File: src/rtl/dac7611_serial_rx.sv
// Oversampling receiver for the DAC7611 3-wire load interface. It rebuilds the
// code the DAC would latch and flags completed frames, clears and bad frames.
//
// state | meaning
// IDLE  | bus quiet, waiting for the first CLK rise of a frame
// SHIFT | collecting SDI bits, one per CLK rise
// LOAD  | LD seen low, waiting for LD to return high
module dac7611_serial_rx #(
    parameter int DATA_W      = 12,
    parameter int SYNC_STAGES = 2,
    parameter int CNT_W       = 16
) (
    input  logic              clk,
    input  logic              reset,
    input  logic [3:0]        dac_signals_in,
    output logic [DATA_W-1:0] dac_code,
    output logic              code_valid,
    output logic              frame_error,
    output logic              clear_pulse,
    output logic [CNT_W-1:0]  frame_count,
    output logic              busy
);

    localparam int BW = $clog2(DATA_W + 4);

    typedef enum logic [1:0] {
        IDLE  = 2'd0,
        SHIFT = 2'd1,
        LOAD  = 2'd2
    } state_t;

    logic [3:0]        sync_q [SYNC_STAGES];
    logic [3:0]        sync_d [SYNC_STAGES];
    logic [2:0]        prev_q;
    logic [3:0]        bus_s;
    logic              clk_rise, ld_fall, clr_fall, clr_low;

    state_t            state_q, state_d;
    logic [DATA_W-1:0] shreg_q, shreg_d;
    logic [BW-1:0]     bit_cnt_q, bit_cnt_d;
    logic [DATA_W-1:0] dac_code_q, dac_code_d;
    logic              code_valid_q, code_valid_d;
    logic              frame_error_q, frame_error_d;
    logic              clear_pulse_q, clear_pulse_d;
    logic [CNT_W-1:0]  frame_count_q, frame_count_d;

    // Synchronizer chain: each stage takes the previous one.
    always_comb begin
        sync_d[0] = dac_signals_in;
        for (int i = 1; i < SYNC_STAGES; i++) begin
            sync_d[i] = sync_q[i-1];
        end
    end

    assign bus_s    = sync_q[SYNC_STAGES-1];
    // prev_q keeps only {CLK, LD, CLR}; SDI needs no edge detection.
    assign clk_rise = bus_s[3] & ~prev_q[2];
    assign ld_fall  = ~bus_s[1] & prev_q[1];
    assign clr_fall = ~bus_s[0] & prev_q[0];
    assign clr_low  = ~bus_s[0];

    // Synchronizer and edge-detect registers, preset to the idle bus pattern.
    always_ff @(posedge clk) begin
        if (reset) begin
            for (int i = 0; i < SYNC_STAGES; i++) begin
                sync_q[i] <= 4'b1011;
            end
            prev_q <= 3'b111;
        end else begin
            for (int i = 0; i < SYNC_STAGES; i++) begin
                sync_q[i] <= sync_d[i];
            end
            prev_q <= {bus_s[3], bus_s[1], bus_s[0]};
        end
    end

    // Frame FSM: CLR low overrides everything, then LD fall, then CLK rise.
    always_comb begin
        state_d       = state_q;
        shreg_d       = shreg_q;
        bit_cnt_d     = bit_cnt_q;
        dac_code_d    = dac_code_q;
        code_valid_d  = 1'b0;
        frame_error_d = 1'b0;
        clear_pulse_d = clr_fall;
        frame_count_d = frame_count_q;

        if (clr_low) begin
            dac_code_d = '0;
            shreg_d    = '0;
            bit_cnt_d  = '0;
            state_d    = IDLE;
        end else begin
            case (state_q)
                IDLE: begin
                    if (ld_fall) begin
                        // Zero-bit frame; a simultaneous rise is an error too.
                        frame_error_d = 1'b1;
                        state_d       = LOAD;
                    end else if (clk_rise && bus_s[1]) begin
                        shreg_d   = {shreg_q[DATA_W-2:0], bus_s[2]};
                        bit_cnt_d = bit_cnt_q + BW'(1);
                        state_d   = SHIFT;
                    end
                end
                SHIFT: begin
                    if (ld_fall) begin
                        // Load judged on pre-shift state; a coincident rise
                        // counts as a violation of the LOAD phase.
                        if (bit_cnt_q == BW'(DATA_W)) begin
                            dac_code_d    = shreg_q;
                            code_valid_d  = 1'b1;
                            frame_count_d = frame_count_q + CNT_W'(1);
                        end else begin
                            frame_error_d = 1'b1;
                        end
                        if (clk_rise) begin
                            frame_error_d = 1'b1;
                        end
                        state_d = LOAD;
                    end else if (clk_rise) begin
                        shreg_d = {shreg_q[DATA_W-2:0], bus_s[2]};
                        if (bit_cnt_q != '1) begin
                            bit_cnt_d = bit_cnt_q + BW'(1);
                        end
                    end
                end
                LOAD: begin
                    if (clk_rise) begin
                        frame_error_d = 1'b1;
                    end
                    if (bus_s[1]) begin
                        bit_cnt_d = '0;
                        state_d   = IDLE;
                    end
                end
                default: begin
                    state_d = IDLE;
                end
            endcase
        end
    end

    // Datapath and FSM state registers.
    always_ff @(posedge clk) begin
        if (reset) begin
            state_q       <= IDLE;
            shreg_q       <= '0;
            bit_cnt_q     <= '0;
            dac_code_q    <= '0;
            code_valid_q  <= 1'b0;
            frame_error_q <= 1'b0;
            clear_pulse_q <= 1'b0;
            frame_count_q <= '0;
        end else begin
            state_q       <= state_d;
            shreg_q       <= shreg_d;
            bit_cnt_q     <= bit_cnt_d;
            dac_code_q    <= dac_code_d;
            code_valid_q  <= code_valid_d;
            frame_error_q <= frame_error_d;
            clear_pulse_q <= clear_pulse_d;
            frame_count_q <= frame_count_d;
        end
    end

    assign dac_code    = dac_code_q;
    assign code_valid  = code_valid_q;
    assign frame_error = frame_error_q;
    assign clear_pulse = clear_pulse_q;
    assign frame_count = frame_count_q;
    assign busy        = (state_q != IDLE);

endmodule

File: config.mk
export PLATFORM = sky130hd
export DESIGN_NAME = dac7611_serial_rx
export DESIGN_NICKNAME = d
export VERILOG_FILES = /design/src/rtl/dac7611_serial_rx.sv
export SDC_FILE = /design/constraint.sdc
export NUM_CORES = 1
export LEC_CHECK = 0
export BUFFER_PORTS_ARGS = -buffer_cell sky130_fd_sc_hd__buf_2
export CAP_MARGIN = 20
export CORE_UTILIZATION = 23
export DETAILED_ROUTE_END_ITERATION = 8
export SYNTH_ARGS = -nofsm -noshare
export SYNTH_HDL_FRONTEND = slang
export SYNTH_SLANG_ARGS = --single-unit
File: constraint.sdc
create_clock -name clk -period 1.7 [get_ports clk]
set_clock_uncertainty 0.1 [all_clocks]
set_input_delay 0.34 -clock clk [delete_from_list [all_inputs] [get_ports clk]]
set_output_delay 0.34 -clock clk [all_outputs]
set_load 0.05 [all_outputs]
==> impl_metrics.yaml, run 1 <==
synthesis:
  yosys_warnings: 0
  synth_top_area_share_pct: 50.34
  yosysUniqueCellTypes: 36
  synthCells: 263
  synth_flop_cell: "dfxtp_1"
  seq_area_frac_synth_pct: 50.34
  synth_area_leaders: "dfxtp_1 (50%), nand2_1 (5.5%), mux2i_1 (5.0%), a21oi_1 (4.6%), nor2_1 (3.6%)"
  yosys.area.top_type: "dfxtp_1"
  synth_area_um2: 2386
  synth_commonest_cells: "dfxtp_1 (60), nand2_1 (35), nor2_1 (23)"
  synth_edf_count: 0
  ys_ff_latch: 60
  syn_area_per_cell_um2: 9.072
  synth.most_common_cell: "dfxtp_1"
  async_reset_ff_share_pct: 0
  synth.net_count: 272
worst_setup_path:
  critPathLaunchType: "flip-flop"
  path_buf_inv: 1
  rr_worst_depth: 6
  cp_data_required_time_ps: 1830
  critPathTopFamily: "simple AND/OR/NAND/NOR gates"
  cp_max_fo: 5
  r2r_start: "bit_cnt_q[0]"
  cp_data_arrival_time_ps: 1830
  startpoint: "bit_cnt_q[0]"
  crit_slowest_cell: "dfxtp_2"
  reg2reg_slack_ps: 6
  worstReg2RegEnd: "frame_count[12]"
  critical_path_class: "flip-flop to flip-flop"
  cp-end-kind: "flip-flop"
  cp_cell_sequence: "inv_2 > ha_4 > and3_4 > nand4_1 > nor3_2 > mux2_4"
  slowest_delay_ps: 330
power:
  power.leakage_uw: 0.001330
  seq_power_share_pct: 53.3
  p_int_uw: 2051
  power.density_nw_per_um2: 848.1
  ir_drop_mv: 0.3260
  sw_frac_of_total_pct: 23.13
  pwr-share-comb_pct: 3.8
  switching_power_uw: 617.0
  clkPwrFrac_pct: 42.9
outcome:
  status: "completed"
route:
  wire_per_inst_um: 11.69
  drcViolationCount: 0
  drt-vias-per-instance: 4.463
  firstDrtPassIters: 4
  ant_nets: 0
  drtIter0Drc: 82
  drt_wl_total_mm: 5.353
  vias: 2044
timing:
  rsz0062_at_grt: "true"
  whs_ps: 86.81
  finalHoldViolations: 0
  maxSlewViolCount: 0
  finalCriticalPeriod_ps: 1694
  fin_crit_sh_pct: 99.66
  max_slew_margin_pct: 79.52
  setup_violations: 0
  fmax_ghz: 0.5902
  tightest_slew_ps: 306.3
die:
  dieArea_um2: 10790
  fp.dieW_um: 103.9
  row_count: 36
  io_pins: 38
  die_y_um: 103.9
  start_util_pct: 24.08
  core_area_um2: 9910
place:
  place_area_um2: 2872
  dp.cells: 438
  portBuffers: 37
  place_congestion: 0.7854
  dp_hpwl_mm: 3.614
cells_and_area:
  postLayoutCellArea_um2: 3146
  layout.nets: 330
  n_antenna_cell: 0
  multi_input_area_um2: 1165
  regArea_um2: 1222
  syn_to_final_growth_pct: 31.83
  fillCellCount: 1054
  drive_gt1_share_pct: 35.08
  instances_no_fill: 458
clocking:
  cts_tree: "yes"
  clk_pin_slew_worst_paths_ps: 70
  cts-root-buf: "clkbuf_8"
  h-tree-depth: 3
  clk_latency_ps: 340
  cts_buffers: 9
  clock_path_buffers: 2
  cts.sinks: 60
  postCtsHoldBufs: 0
job:
  maxCapViolations: 0
hold_path:
  hold_start: "dac_signals_in[0]"
  worstHoldPathType: "primary input to flip-flop"
  hold_depth: 2
  holdPathEnd: "sync_q[0][0]"
global_routing:
  antenna_found_initial: 0
  grt_overflow: 0
  grt_use_total_pct: 10.34
  grt_pass1_wl_mm: 8.811
  grt_max_degree: 28
  grt_pass1_vias: 1881
through the flow:
step	util (%)	power (µW)	setup TNS, ps	setup WS, ps
floorplan	-	1516	-18.90	-18.90
global placement	28.98	1548	-30.27	-30.27
detailed placement	28.98	1550	-76.19	-49.06
CTS	31.11	2721	0	5.564
global route	31.74	2786	-224.0	-52.23
finish	31.74	2668	0	5.794
cell usage in the layout, fill, tap and decap left out, types with 4 or more instances in the layout:
cell      count
clkbuf_8     11
xor2_1        5
or3_1         4
buf_2        36
dfxtp_1      47
or2_2        10
buf_4        19
nand4_1       5
a31oi_1       4
and4_1        4
inv_1         5
o21ai_0       5
mux2i_1      12
nor2b_1       9
dfxtp_2      11
nand3_1      10
nor2_1       23
nand2_1      34
or4_1         5
a21oi_1      21
power by group through the flow:
stage	clock network, µW	registers [µW]	logic (µW)
2_1_floorplan	0	1460	58.2
6_report	1150	1420	101
3_3_place_gp	0	1450	95.3
5_1_grt	1250	1420	112
4_1_cts	1200	1420	101
3_5_place_dp	0	1450	96.9
timing repair:
item                                    in CTS  in global routing
endpoints found under the setup margin      12                 11
setup buffers                                2                  2
gates cloned                                 0                  1
gates resized for setup                      6                  9
pin swaps                                    2                  2
how the worst max path moves through the flow:
| stage | endpoint | slack [ps] | cells after the start |
|---|---|---|---|
| global route | frame_count[12] | -50 | 6 |
| finish | frame_count[12] | 6 | 6 |
| detailed placement | frame_count[12] | -50 | 4 |
| global placement | frame_count[12] | -30 | 4 |
| CTS | frame_count[12] | 6 | 6 |
| floorplan | frame_count[12] | -20 | 5 |
metal layers:
layer	global-route usage [%]	share of wire, %
met1	12.72	49
met2	15.86	44
met3	4.135	5.7
met4	4.592	1.7
met5	0	0
cell type report:
cell class	count	share of cell area [%]
Clock buffer	11	4.813
Clock inverter	4	0.7955
Inverter	7	0.8353
Multi-Input combinational cell	184	37.03
Sequential cell	60	38.86
Tap cell	133	5.290
Timing Repair Buffer	59	12.37
worst reg2reg max path, cell delays in order (launching register included):
cell	delay, ps
dfxtp_2	330
inv_2	80
ha_4	130
and3_4	220
nand4_1	200
nor3_2	200
mux2_4	320
state kept, by name (all words and copies together), names as in the netlist:
register	flops
sync_q	8
shreg_q	12
code_valid	1
prev_q	3
frame_count	16
clear_pulse	1
frame_error	1
dac_code	12
state_q	2
bit_cnt_q	4
logic make-up after synthesis:
family                   after synthesis  synth area share, %
AO/OA/AOI/OAI                         40                9.859
XOR/XNOR                               6                2.202
adder cells (fa/ha/maj)                3                1.573
buffers and inverters                 20                3.828
flip-flops                            60                50.34
multiplexers                          13                5.506
AND/OR/NAND/NOR                      121                26.69
Power figures use the tool's default switching activity.
==> inputs of run 2 (changes only) <==
REMOVE_ABC_BUFFERS = 1   (was unset)
SKIP_CTS_REPAIR_TIMING = 1   (was unset)
==> run 2 against run 1 <==
Effect of this change:
- setup slack better by 1.7 ps
- final cell count increased by 2.2%
- wire length shrank 0.41%
- highest routed layer unchanged
==> impl_metrics.yaml, run 2 (synthesis results as in run 1) <==
outcome:
  status: "completed"
clocking:
  clk_latency_ps: 340
  clk_pin_slew_worst_paths_ps: 70
  clock_path_buffers: 2
  cts-root-buf: "clkbuf_8"
  h-tree-depth: 3
  cts_buffers: 9
  cts_tree: "yes"
  cts.sinks: 60
cells_and_area:
  final_util_pct: 33.06
  n_antenna_cell: 0
  instances_no_fill: 468
  drive_gt1_share_pct: 34.03
  largest_register_ffs: 16
  fillCellCount: 1043
  layout_common_cells: "dfxtp_1 (57), buf_2 (36), nand2_1 (35)"
  regArea_um2: 1205
  layout.nets: 339
  syn_to_final_growth_pct: 37.28
  final_common_cell: "dfxtp_1"
  multi_input_area_um2: 1155
  postLayoutCellArea_um2: 3276
timing:
  finalHoldViolations: 0
  max_slew_margin_pct: 77.97
  tightest_slew_ps: 330.4
  fin_crit_sh_pct: 99.56
  fmax_ghz: 0.5908
  setup_violations: 0
  maxSlewViolCount: 0
  finalCriticalPeriod_ps: 1692
  rsz0062_at_grt: "true"
worst_setup_path:
  path_buf_inv: 2
  cp_cell_sequence: "inv_2 > ha_4 > and3_4 > nand4_1 > buf_6 > nor3_4 > mux2_4"
  cp_data_arrival_time_ps: 1820
  critPathTopFamily: "simple AND/OR/NAND/NOR gates"
  critical_path_class: "flip-flop to flip-flop"
  worstReg2RegEnd: "frame_count[12]"
  r2r_start: "bit_cnt_q[0]"
  cp_max_fo: 5
  rr_worst_depth: 7
  slowest_delay_ps: 330
  reg2reg_slack_ps: 8
  cp_data_required_time_ps: 1830
  critPathLaunchType: "flip-flop"
  cp-end-kind: "flip-flop"
  crit_slowest_cell: "dfxtp_2"
power:
  pwr-share-comb_pct: 3.5
  seq_power_share_pct: 46.3
  ir_drop_mv: 0.3749
  clkPwrFrac_pct: 50.2
  power.leakage_uw: 0.001411
  sw_frac_of_total_pct: 20.77
  p_int_uw: 2435
  switching_power_uw: 638.2
  p_total_uw: 3073
  power.density_nw_per_um2: 938.1
place:
  dp.cells: 447
  portBuffers: 37
  place_congestion: 0.7113
  dp_hpwl_mm: 3.636
  place_area_um2: 2900
route:
  drcViolationCount: 0
  drt_wl_total_mm: 5.331
  wire_per_inst_um: 11.39
  drtIter0Drc: 57
  vias: 2028
  firstDrtPassIters: 4
  drt-vias-per-instance: 4.333
  ant_nets: 0
global_routing:
  antenna_found_initial: 0
  grt_use_total_pct: 10.06
  grt_max_degree: 26
  use_met1_pct: 11.50
  met2_usage_pct: 16.14
  gr-usage-met3_pct: 4.010
  grt_overflow: 0
  grt_pass1_wl_mm: 8.659
  grt-busiest-layer: "met2"
  grt_pass1_vias: 1939
die:
  fp.dieW_um: 103.9
  start_util_pct: 24.08
  dieArea_um2: 10790
  core_area_um2: 9910
  row_count: 36
  die_y_um: 103.9
  io_pins: 38
hold_path:
  hold_start: "dac_signals_in[0]"
  worstHoldPathType: "primary input to flip-flop"
  holdPathEnd: "sync_q[0][0]"
  hold_depth: 2
job:
  maxCapViolations: 0
==> run 2: worst max-delay path by stage <==
| stage | slack [ps] | to | from | depth (start not counted) |
|---|---|---|---|---|
| 4_1_cts | -190 | frame_count[1] | bit_cnt_q[0] | 7 |
| 2_1_floorplan | -330 | frame_count[12] | frame_count[0] | 5 |
| 3_5_place_dp | -150 | frame_count[12] | bit_cnt_q[0] | 6 |
| 5_1_grt | -50 | frame_count[12] | bit_cnt_q[0] | 7 |
| 6_report | 8 | frame_count[12] | bit_cnt_q[0] | 7 |
| 3_3_place_gp | -100 | frame_count[12] | bit_cnt_q[0] | 6 |
==> run 2: final cells by class <==
cell class                      count  area share, %
Sequential cell                    60          36.78
Tap cell                          133          5.080
Timing Repair Buffer               69          14.82
Clock buffer                        9          3.782
Inverter                            7         0.8021
Multi-Input combinational cell    183          35.26
Clock inverter                      7          3.476
==> run 2: power by group through the flow <==
stage	Clock (µW)	Sequential [µW]	Combinational (µW)
finish	1540	1420	107
global route	1660	1420	118
CTS	1590	1420	97.4
detailed placement	0	1460	97.1
global placement	0	1460	95.8
floorplan	0	1460	44.6
==> run 2: per-stage QoR <==
step,TNS [ps],hold slack (ps),setup WS [ps]
floorplan,-1636,289.5,-325.7
global placement,-699.0,292.5,-103.7
detailed placement,-1499,297.1,-150.4
CTS,-2573,71.95,-189.2
global route,-72.08,69.04,-51.48
finish,0,88.13,7.506
==> run 2: layer usage <==
layer / wire length, µm / part of all wire [%]
met5: 0 / 0
met3: 221 / 4.1
met2: 2498 / 47
met1: 2503 / 47
met4: 108 / 2.0
==> inputs of run 3 (changes only) <==
clock period = 1.4 ns   (was 1.7 ns; I/O delays follow)
==> run 3 against run 2 <==
Effect of this change:
- the run now ends with setup timing left
- sequential power increased by 22%
- clock power increased by 25%
- total power increased by 24%
- non-clock buffer count increased by 14
- via count increased by 4.5%
- design area increased by 10%
- combinational power increased by 35%
- critical endpoint unchanged
- largest cell class is now multi-input combinational cells
==> impl_metrics.yaml, run 3 (synthesis results as in run 1) <==
outcome:
  status: "complete, but fails checks"
  violations: "setup timing"
timing:
  setup_violations: 46
  fin_crit_sh_pct: 128.0
  finalHoldViolations: 0
  tightest_slew_ps: 353.4
  fmax_ghz: 0.5578
  maxSlewViolCount: 0
  max_slew_margin_pct: 76.35
  rsz0062_at_grt: "true"
  finalCriticalPeriod_ps: 1793
  fin_ws_ps: -392.7
place:
  place_congestion: 0.7740
  place_ws_ps: -449.9
  dp_hpwl_mm: 3.815
  portBuffers: 37
clocking:
  cts-root-buf: "clkbuf_8"
  clk_pin_slew_worst_paths_ps: 70
  clock_path_buffers: 2
  cts_tree: "yes"
  clk_latency_ps: 330
  cts_buffers: 9
  cts.sinks: 60
  h-tree-depth: 3
global_routing:
  grt_overflow: 0
  grt_pass1_wl_mm: 8.956
  grt_pass1_vias: 1986
  antenna_found_initial: 0
  grt_max_degree: 26
  grt_use_total_pct: 10.35
route:
  firstDrtPassIters: 4
  drtIter0Drc: 71
  drt-vias-per-instance: 4.389
  ant_nets: 0
  wire_per_inst_um: 12.04
  vias: 2120
  drt_wl_total_mm: 5.817
  drcViolationCount: 0
power:
  ir_drop_mv: 0.6637
  p_total_uw: 3800
  power.leakage_uw: 0.001530
  power.density_nw_per_um2: 1053
die:
  fp.dieW_um: 103.9
  io_pins: 38
  row_count: 36
  core_area_um2: 9910
  die_y_um: 103.9
  dieArea_um2: 10790
  start_util_pct: 24.08
worst_setup_path:
  cp_data_required_time_ps: 1520
  cp_data_arrival_time_ps: 1920
  cp_max_fo: 3
  critical_path_class: "flip-flop to flip-flop"
  cp-end-kind: "flip-flop"
  critPathLaunchType: "flip-flop"
cells_and_area:
  final_common_cell: "dfxtp_1"
  drive_gt1_share_pct: 41.43
  fillCellCount: 1022
  layout.nets: 354
  layout_common_cells: "dfxtp_1 (56), buf_4 (38), nand2_1 (33)"
  final_util_pct: 36.43
  syn_to_final_growth_pct: 51.28
  n_antenna_cell: 0
  largest_register_ffs: 16
hold_path:
  worstHoldPathType: "primary input to flip-flop"
job:
  maxCapViolations: 0
## run 3: changes by cell type in the layout (fill, tap and decap cells not counted), moves of 3 or more
cell / delta
buf_2: -16
buf_6: +13
buf_4: +11
a21oi_1: -9
a21oi_2: +8
buf_8: +3
## run 3: area by class of cell
class                   instances  area, µm²  area share (%)
multi-input cells             184       1242           34.42
flip-flops and latches         60       1206           33.41
repair buffers                 83      719.4           19.93
well taps                     133      166.4           4.610
clock buffers                  10      137.6           3.813
clock inverters                 6      111.4           3.085
inverters                       7      26.28          0.7279
## run 3: where the power goes
part           switching [µW]  internal, µW  leakage (µW)  total, µW
sequential               4.79          1720      0.000488       1730
combinational            83.5          60.6      0.000920        144
clock                     697          1230      0.000122       1930
total                     786          3010       0.00153       3800
## run 3: through the flow
| step | setup TNS [ps] | cells | instance area, µm² | hold WS [ps] |
|---|---|---|---|---|
| 6_report | -7439 | 483 | 3610 | 30.09 |
| 5_1_grt | -11360 | 483 | 3610 | 19.59 |
| 4_1_cts | -12910 | 473 | 3224 | 16.19 |
| 3_5_place_dp | -11060 | 457 | 2975 | 294.5 |
| 3_3_place_gp | -9355 | 457 | 2975 | 292.9 |
| 2_1_floorplan | -11560 | 250 | 2321 | 249.1 |
## run 3: worst paths after layout
path                                   startpoint              end  slack (ps)  cells after the start
worst min-delay path            dac_signals_in[0]     sync_q[0][0]          30                      2
worst min register to register       sync_q[0][3]     sync_q[0][7]         300                      1
worst max-delay path                 bit_cnt_q[0]  frame_count[12]        -390                      7
worst max register to register       bit_cnt_q[0]  frame_count[12]        -390                      7
## run 3: routing by layer
metal | vias to the layer above | track usage [%] | wire length (µm)
met4 | 0 | 5.000 | 101
met5 | - | 0 | 0
met2 | 34 | 16.76 | 2688
met1 | 1003 | 12.24 | 2794
met3 | 9 | 3.509 | 232
li1 | 1074 | - | -
## run 3: worst max-delay path, stage by stage (launching register included)
cell and delay, ps:
dfxtp_2 320, inv_2 70, ha_4 130, and3_4 210, nand4_1 170, buf_6 180
nor3_4 180, mux2_4 310
